File: config.mk
export PLATFORM = sky130hd
export DESIGN_NAME = seq_mem_lane_rf
export DESIGN_NICKNAME = d
export VERILOG_FILES = /design/src/rtl/seq_mem_lane_rf_pkg.sv /design/src/rtl/seq_mem_lane_rf_rdport.sv /design/src/rtl/seq_mem_lane_rf.sv
export SDC_FILE = /design/constraint.sdc
export NUM_CORES = 1
export LEC_CHECK = 0
export ABC_AREA = 0
export ABC_CLOCK_PERIOD_IN_PS = 1500
export CAP_MARGIN = 20
export CORE_ASPECT_RATIO = 1.1
export CORE_MARGIN = 2
export CORE_UTILIZATION = 40
export CTS_CLUSTER_SIZE = 12
export DETAILED_ROUTE_END_ITERATION = 8
export GPL_ROUTABILITY_DRIVEN = 0
export PLACE_DENSITY_LB_ADDON = 0.1
export SKIP_LAST_GASP = 1
export SLEW_MARGIN = 20
export SYNTH_ARGS = -nofsm -noshare
export SYNTH_HDL_FRONTEND = slang
export SYNTH_HIERARCHICAL = 1
export SYNTH_SLANG_ARGS = --single-unit --ignore-timing --ignore-initial --compat-mode --unroll-limit 50000
File: constraint.sdc
create_clock -name clk -period 1.5 [get_ports clk]
set_input_delay 0.3 -clock clk [delete_from_list [all_inputs] [get_ports clk]]
set_output_delay 0.3 -clock clk [all_outputs]
set_load 0.05 [all_outputs]
File: src/rtl/seq_mem_lane_rf_pkg.sv
// seq_mem_lane_rf_pkg
//   Shared definitions for the lane-enabled register file:
//   - DEF_* : default geometry (depth, lane width, lane count, read ports)
//   - MAX_W / MAX_LANES : widest word / most lanes lane_merge() accepts
//   - lane_merge() : per-lane select between an old and a new word, used by
//     both the storage write path and the read-port write bypass so the two
//     can never disagree on lane boundaries.
package seq_mem_lane_rf_pkg;

  localparam int DEF_DEPTH  = 8;
  localparam int DEF_LANE_W = 4;
  localparam int DEF_NLANES = 2;
  localparam int DEF_NRD    = 2;

  localparam int MAX_W     = 1024;
  localparam int MAX_LANES = 128;
  localparam int LANE_IW   = $clog2(MAX_LANES);

  // Callers zero-extend into MAX_W and size-cast the result back to their own
  // word width, which lets one function serve every instance geometry.
  function automatic logic [MAX_W-1:0] lane_merge(
    input logic [MAX_W-1:0]     old_word,
    input logic [MAX_W-1:0]     new_word,
    input logic [MAX_LANES-1:0] lane_mask,
    input int                   lane_w,
    input int                   nlanes
  );
    logic [MAX_W-1:0]   merged;
    logic [LANE_IW-1:0] lane_idx;
    merged = old_word;
    for (int b = 0; b < MAX_W; b++) begin
      lane_idx = LANE_IW'(b / lane_w);
      if ((b < lane_w * nlanes) && lane_mask[lane_idx]) begin
        merged[b] = new_word[b];
      end
    end
    return merged;
  endfunction

endpackage

File: src/rtl/seq_mem_lane_rf_rdport.sv
// seq_mem_lane_rf_rdport
//   One registered, write-first read port.
//   clk, reset_n      : clock / async active-low clear of rd_data and rd_val
//   rd_en, rd_addr    : read request for this port
//   mem_word          : storage word currently selected by rd_addr
//   wr_lane_en, wr_addr, wr_data : the write happening on the same edge
//   rd_data, rd_val   : captured word and "updated this cycle" flag
module seq_mem_lane_rf_rdport
  import seq_mem_lane_rf_pkg::*;
#(
  parameter int DEPTH  = DEF_DEPTH,
  parameter int LANE_W = DEF_LANE_W,
  parameter int NLANES = DEF_NLANES,
  parameter int AW     = $clog2(DEF_DEPTH),
  parameter int W      = DEF_LANE_W * DEF_NLANES
) (
  input  logic              clk,
  input  logic              reset_n,
  input  logic              rd_en,
  input  logic [AW-1:0]     rd_addr,
  input  logic [W-1:0]      mem_word,
  input  logic [NLANES-1:0] wr_lane_en,
  input  logic [AW-1:0]     wr_addr,
  input  logic [W-1:0]      wr_data,
  output logic [W-1:0]      rd_data,
  output logic              rd_val
);

  logic         rd_in_range;
  logic         wr_hit;
  logic [W-1:0] captured;

  // Out-of-range reads return zero and never see the bypass; in-range reads
  // that collide with this edge's write pick up the written lanes.
  always_comb begin
    rd_in_range = {1'b0, rd_addr} < (AW+1)'(DEPTH);
    wr_hit      = rd_in_range && (rd_addr == wr_addr);
    if (!rd_in_range) begin
      captured = '0;
    end else if (wr_hit) begin
      captured = W'(lane_merge(MAX_W'(mem_word), MAX_W'(wr_data),
                               MAX_LANES'(wr_lane_en), LANE_W, NLANES));
    end else begin
      captured = mem_word;
    end
  end

  // rd_data holds between requests; rd_val only marks the cycle after one.
  always_ff @(posedge clk or negedge reset_n) begin
    if (!reset_n) begin
      rd_data <= '0;
      rd_val  <= 1'b0;
    end else begin
      rd_val <= rd_en;
      if (rd_en) begin
        rd_data <= captured;
      end
    end
  end

endmodule

File: src/rtl/seq_mem_lane_rf.sv
// seq_mem_lane_rf
//   DEPTH x (NLANES*LANE_W) register file, per-lane write enables, NRD
//   registered write-first read ports, asynchronous clear of all state.
//   clk, reset_n : clock / async active-low clear
//   rd_en[i], rd_addr[i*AW +: AW] -> rd_data[i*W +: W], rd_val[i] (1 cycle)
//   wr_lane_en, wr_addr, wr_data  : lane-masked write, all-zero mask = none
module seq_mem_lane_rf
  import seq_mem_lane_rf_pkg::*;
#(
  parameter int DEPTH  = DEF_DEPTH,
  parameter int LANE_W = DEF_LANE_W,
  parameter int NLANES = DEF_NLANES,
  parameter int NRD    = DEF_NRD,
  localparam int AW    = $clog2(DEPTH),
  localparam int W     = NLANES * LANE_W
) (
  input  logic              clk,
  input  logic              reset_n,
  input  logic [NRD-1:0]    rd_en,
  input  logic [NRD*AW-1:0] rd_addr,
  output logic [NRD*W-1:0]  rd_data,
  output logic [NRD-1:0]    rd_val,
  input  logic [NLANES-1:0] wr_lane_en,
  input  logic [AW-1:0]     wr_addr,
  input  logic [W-1:0]      wr_data
);

  logic [W-1:0] mem     [DEPTH];
  logic [W-1:0] rd_word [NRD];
  logic         wr_en;

  assign wr_en = |wr_lane_en;

  // Decoding by comparison against every entry index means an address at or
  // beyond DEPTH (possible when DEPTH is not a power of two) matches nothing,
  // so such writes drop without a separate range check.
  always_ff @(posedge clk or negedge reset_n) begin
    if (!reset_n) begin
      for (int e = 0; e < DEPTH; e++) begin
        mem[e] <= '0;
      end
    end else if (wr_en) begin
      for (int e = 0; e < DEPTH; e++) begin
        if (wr_addr == AW'(e)) begin
          mem[e] <= W'(lane_merge(MAX_W'(mem[e]), MAX_W'(wr_data),
                                  MAX_LANES'(wr_lane_en), LANE_W, NLANES));
        end
      end
    end
  end

  // Same decode style for the read mux; unmatched addresses yield zero.
  always_comb begin
    for (int p = 0; p < NRD; p++) begin
      rd_word[p] = '0;
      for (int e = 0; e < DEPTH; e++) begin
        if (rd_addr[p*AW +: AW] == AW'(e)) begin
          rd_word[p] = mem[e];
        end
      end
    end
  end

  for (genvar i = 0; i < NRD; i++) begin : g_rdport
    seq_mem_lane_rf_rdport #(
      .DEPTH  (DEPTH),
      .LANE_W (LANE_W),
      .NLANES (NLANES),
      .AW     (AW),
      .W      (W)
    ) u_rdport (
      .clk        (clk),
      .reset_n    (reset_n),
      .rd_en      (rd_en[i]),
      .rd_addr    (rd_addr[i*AW +: AW]),
      .mem_word   (rd_word[i]),
      .wr_lane_en (wr_lane_en),
      .wr_addr    (wr_addr),
      .wr_data    (wr_data),
      .rd_data    (rd_data[i*W +: W]),
      .rd_val     (rd_val[i])
    );
  end

endmodule
==> results.ini <==
[routing]
route.detailed.vias_per_inst=5.66
wire_per_inst_um=20.4
number_of_remaining_drc_errors=0
first_pass_iters=4
drt.antenna.violating_nets=0
postRouteWirelength_mm=13.4
routed-via-count=3715
drt-initial-drc-count=227

[setup_path]
critical_path.max_fanout=2
critical_path.endpoint_type=flop
setup.worst_path.class=flop to flop
critPathMaxStageDelay_ps=490
setup.worst_path.start_class=flop
r2r_slack_ps=-50
required_ps=1710
crit_path_cell_trace=or4_1, o21ai_2, a21oi_1, a22o_1, o41ai_2, a31oi_1
worst_path_max_delay_cell=sky130_fd_sc_hd__or4_1
timing.critical_path.arrival_ps=1770

[yosys]
synth_top_area_share_pct=43.9
synth-warning-count=6
synth-seq-cells=82
synth_area_um2=4680
post_synth.cell_area_avg_um2=12.3
proportion_of_register_bits_with_asynchronous_set_or_reset_after_synthesis_pct=100
syn-instance-count=380
synth_edf_count=0
synth.top_cells.by_count=sky130_fd_sc_hd__dfrtp_1 (82), sky130_fd_sc_hd__mux2_2 (76), sky130_fd_sc_hd__nand2_1 (25), sky130_fd_sc_hd__nor2_1 (25), sky130_fd_sc_hd__or4_1 (17)
synth_top_cell_by_area=sky130_fd_sc_hd__dfrtp_1
yosys.cell_types.count=35
synth_top_area_cells=sky130_fd_sc_hd__dfrtp_1 (44%), sky130_fd_sc_hd__mux2_2 (18%), sky130_fd_sc_hd__mux4_1 (8.4%), sky130_fd_sc_hd__o41ai_1 (3.0%), sky130_fd_sc_hd__mux4_2 (2.9%)
synth.net_count=403
cell_with_the_most_instances_after_synthesis=sky130_fd_sc_hd__dfrtp_1
synthFlopType=sky130_fd_sc_hd__dfrtp_1
yosysSeqAreaShare_pct=43.9

[clock_network]
tritoncts=built
clock_sinks=82
hold_buffers=0
cts_buffers=9
cts_max_level=3
cts.path.max_buffers=2
clk_latency_ps=340
worst_setup_hold_path_clk_slew_ps=60
cts_root_buffer=sky130_fd_sc_hd__clkbuf_16

[timing]
timing.setup.tns_ps=-105
timing.final.crit_period_ps=1550
worst_slew_pin_slew_ps=613
slew_headroom_pct=59.1
tightest_hold_margin_ps=-21.5
final_hold_viol_count=10
worst_slack_ps=-54.3
max_slew_violation_count=0
worst_clock_skew_ps=4.13
fmax_ghz=0.643
setup_viol=3
rsz0062_at_grt=true
period_share_pct=104

[die]
die_area_um2=12600
die_w_um=107
core-area_um2=11400
initial_utilization_pct=40.9
top_level_ports=41
placementRows=41
die_h_um=117

[grt]
number_of_global_route_vias_before_repair=3894
grt_overflow=0
antenna_found_initial=0
gr-usage-all-layers_pct=22.4
grt_pass1_wl_mm=21.5
grt_max_degree=83

[final_layout]
filler_cell_count=941
final_nets=524
finalCoreUtilization_pct=57.8
final_layout_size_suffix_gt1_share_pct=49.2
final_antenna_diode_count=0
final-instance-count-excl-fill=656
layout-area-overhead-vs-synth_pct=41.4

[power_and_ir_drop]
power.leakage_nw=2.82
power.ir.vdd_worst_v=0.000589
power_density_nw_per_um2=1240

[outcome]
failed_checks=negative hold slack, negative setup slack
run_status=finished with violations

[job]
max-cap-violations=0

[placed_design]
port_buffers=40
dp_hpwl_mm=9.34
number_of_cells_after_detailed_placement=621

[min_path]
hold_path.class=primary input to asynchronous set/reset pin

-- worst paths after layout --
kind / depth (start not counted) / start / end
max in group asynchronous: 2 / reset_n / mem[58]$_DFFE_PN0P_
min in group clk: 1 / mem[35]$_DFFE_PN0P_ / mem[35]$_DFFE_PN0P_
max reg2reg: 6 / mem[57]$_DFFE_PN0P_ / g_rdport[0].u_rdport/rd_data[1]$_DFFE_PN0P_
min: 2 / reset_n / mem[23]$_DFFE_PN0P_
max: 6 / mem[57]$_DFFE_PN0P_ / g_rdport[0].u_rdport/rd_data[1]$_DFFE_PN0P_
min reg2reg: 1 / mem[35]$_DFFE_PN0P_ / mem[35]$_DFFE_PN0P_
-- what timing repair did --
action,in CTS,in global routing
setup buffers,10,5
gates resized for setup,43,17
endpoints found under the setup margin,67,31
pin swaps,6,6
gates cloned,3,1
-- kinds of logic (layout without fill, tap and decap cells) --
family          Yosys count  in the layout  share of synthesized area, %
mux                     102            102                          30.7
simple gates             99             99                          10.8
flops                    82             82                          43.9
compound gates           59             59                          9.36
buf+inv                  32            158                          4.17
xor+xnor                  6              6                          1.12
-- sequential cells by signal (all words and copies together) (netlist names) --
| register | flops |
|---|---|
| mem | 64 |
| g_rdport.u_rdport/rd_data | 16 |
| g_rdport.u_rdport/rd_val | 2 |
-- area by class of cell --
cell class | instances | area, um^2 | area share, %
Clock inverter | 6 | 80.1 | 1.21
Timing Repair Buffer | 136 | 1480 | 22.4
Inverter | 6 | 22.5 | 0.340
Multi-Input combinational cell | 266 | 2550 | 38.6
Sequential cell | 82 | 2050 | 31.0
Tap cell | 150 | 188 | 2.84
Clock buffer | 10 | 239 | 3.61
-- where the power goes --
| part | switching [mW] | internal [mW] | total [mW] | leakage, nW |
|---|---|---|---|---|
| sequential | 0.385 | 2.69 | 3.07 | 0.976 |
| clock | 0.871 | 1.49 | 2.36 | 0.162 |
| combinational | 1.18 | 1.57 | 2.75 | 1.68 |
| total | 2.43 | 5.75 | 8.18 | 2.82 |
-- worst max-delay path: cells and delay by family (launching register included) --
kind	cells	cell delay [ps]
flip-flops	1	380
AND/OR/NAND/NOR	1	490
AO/OA/AOI/OAI	5	570
-- routing by layer --
metal	wire, um	global-route usage, %	up-vias
li1	-	-	1706
met5	0	0	-
met4	187	6.25	0
met2	6610	36.4	120
met1	5740	30.2	1877
met3	827	5.11	12
-- stage by stage --
step                power (mW)  worst slack [ps]  instance area (um^2)
floorplan                 4.47             -76.7                  4710
global placement          5.60              -765                  5940
detailed placement        5.65              -784                  5940
CTS                       8.15             -58.8                  6510
global route              8.60              -118                  6620
finish                    8.18             -54.3                  6620
-- cells in the final DEF, fill, tap and decap left out, types with 8 or more instances in the layout --
master / count
sky130_fd_sc_hd__o41ai_1: 9
sky130_fd_sc_hd__clkbuf_16: 9
sky130_fd_sc_hd__nor2_1: 25
sky130_fd_sc_hd__mux4_2: 20
sky130_fd_sc_hd__buf_12: 27
sky130_fd_sc_hd__buf_4: 83
sky130_fd_sc_hd__mux2_2: 68
sky130_fd_sc_hd__clkdlybuf4s50_1: 10
sky130_fd_sc_hd__or4_1: 16
sky130_fd_sc_hd__nand2_1: 25
sky130_fd_sc_hd__dfrtp_1: 82
sky130_fd_sc_hd__mux2_4: 8
sky130_fd_sc_hd__a31oi_1: 16
No activity file was read; power rests on OpenSTA's default activity.
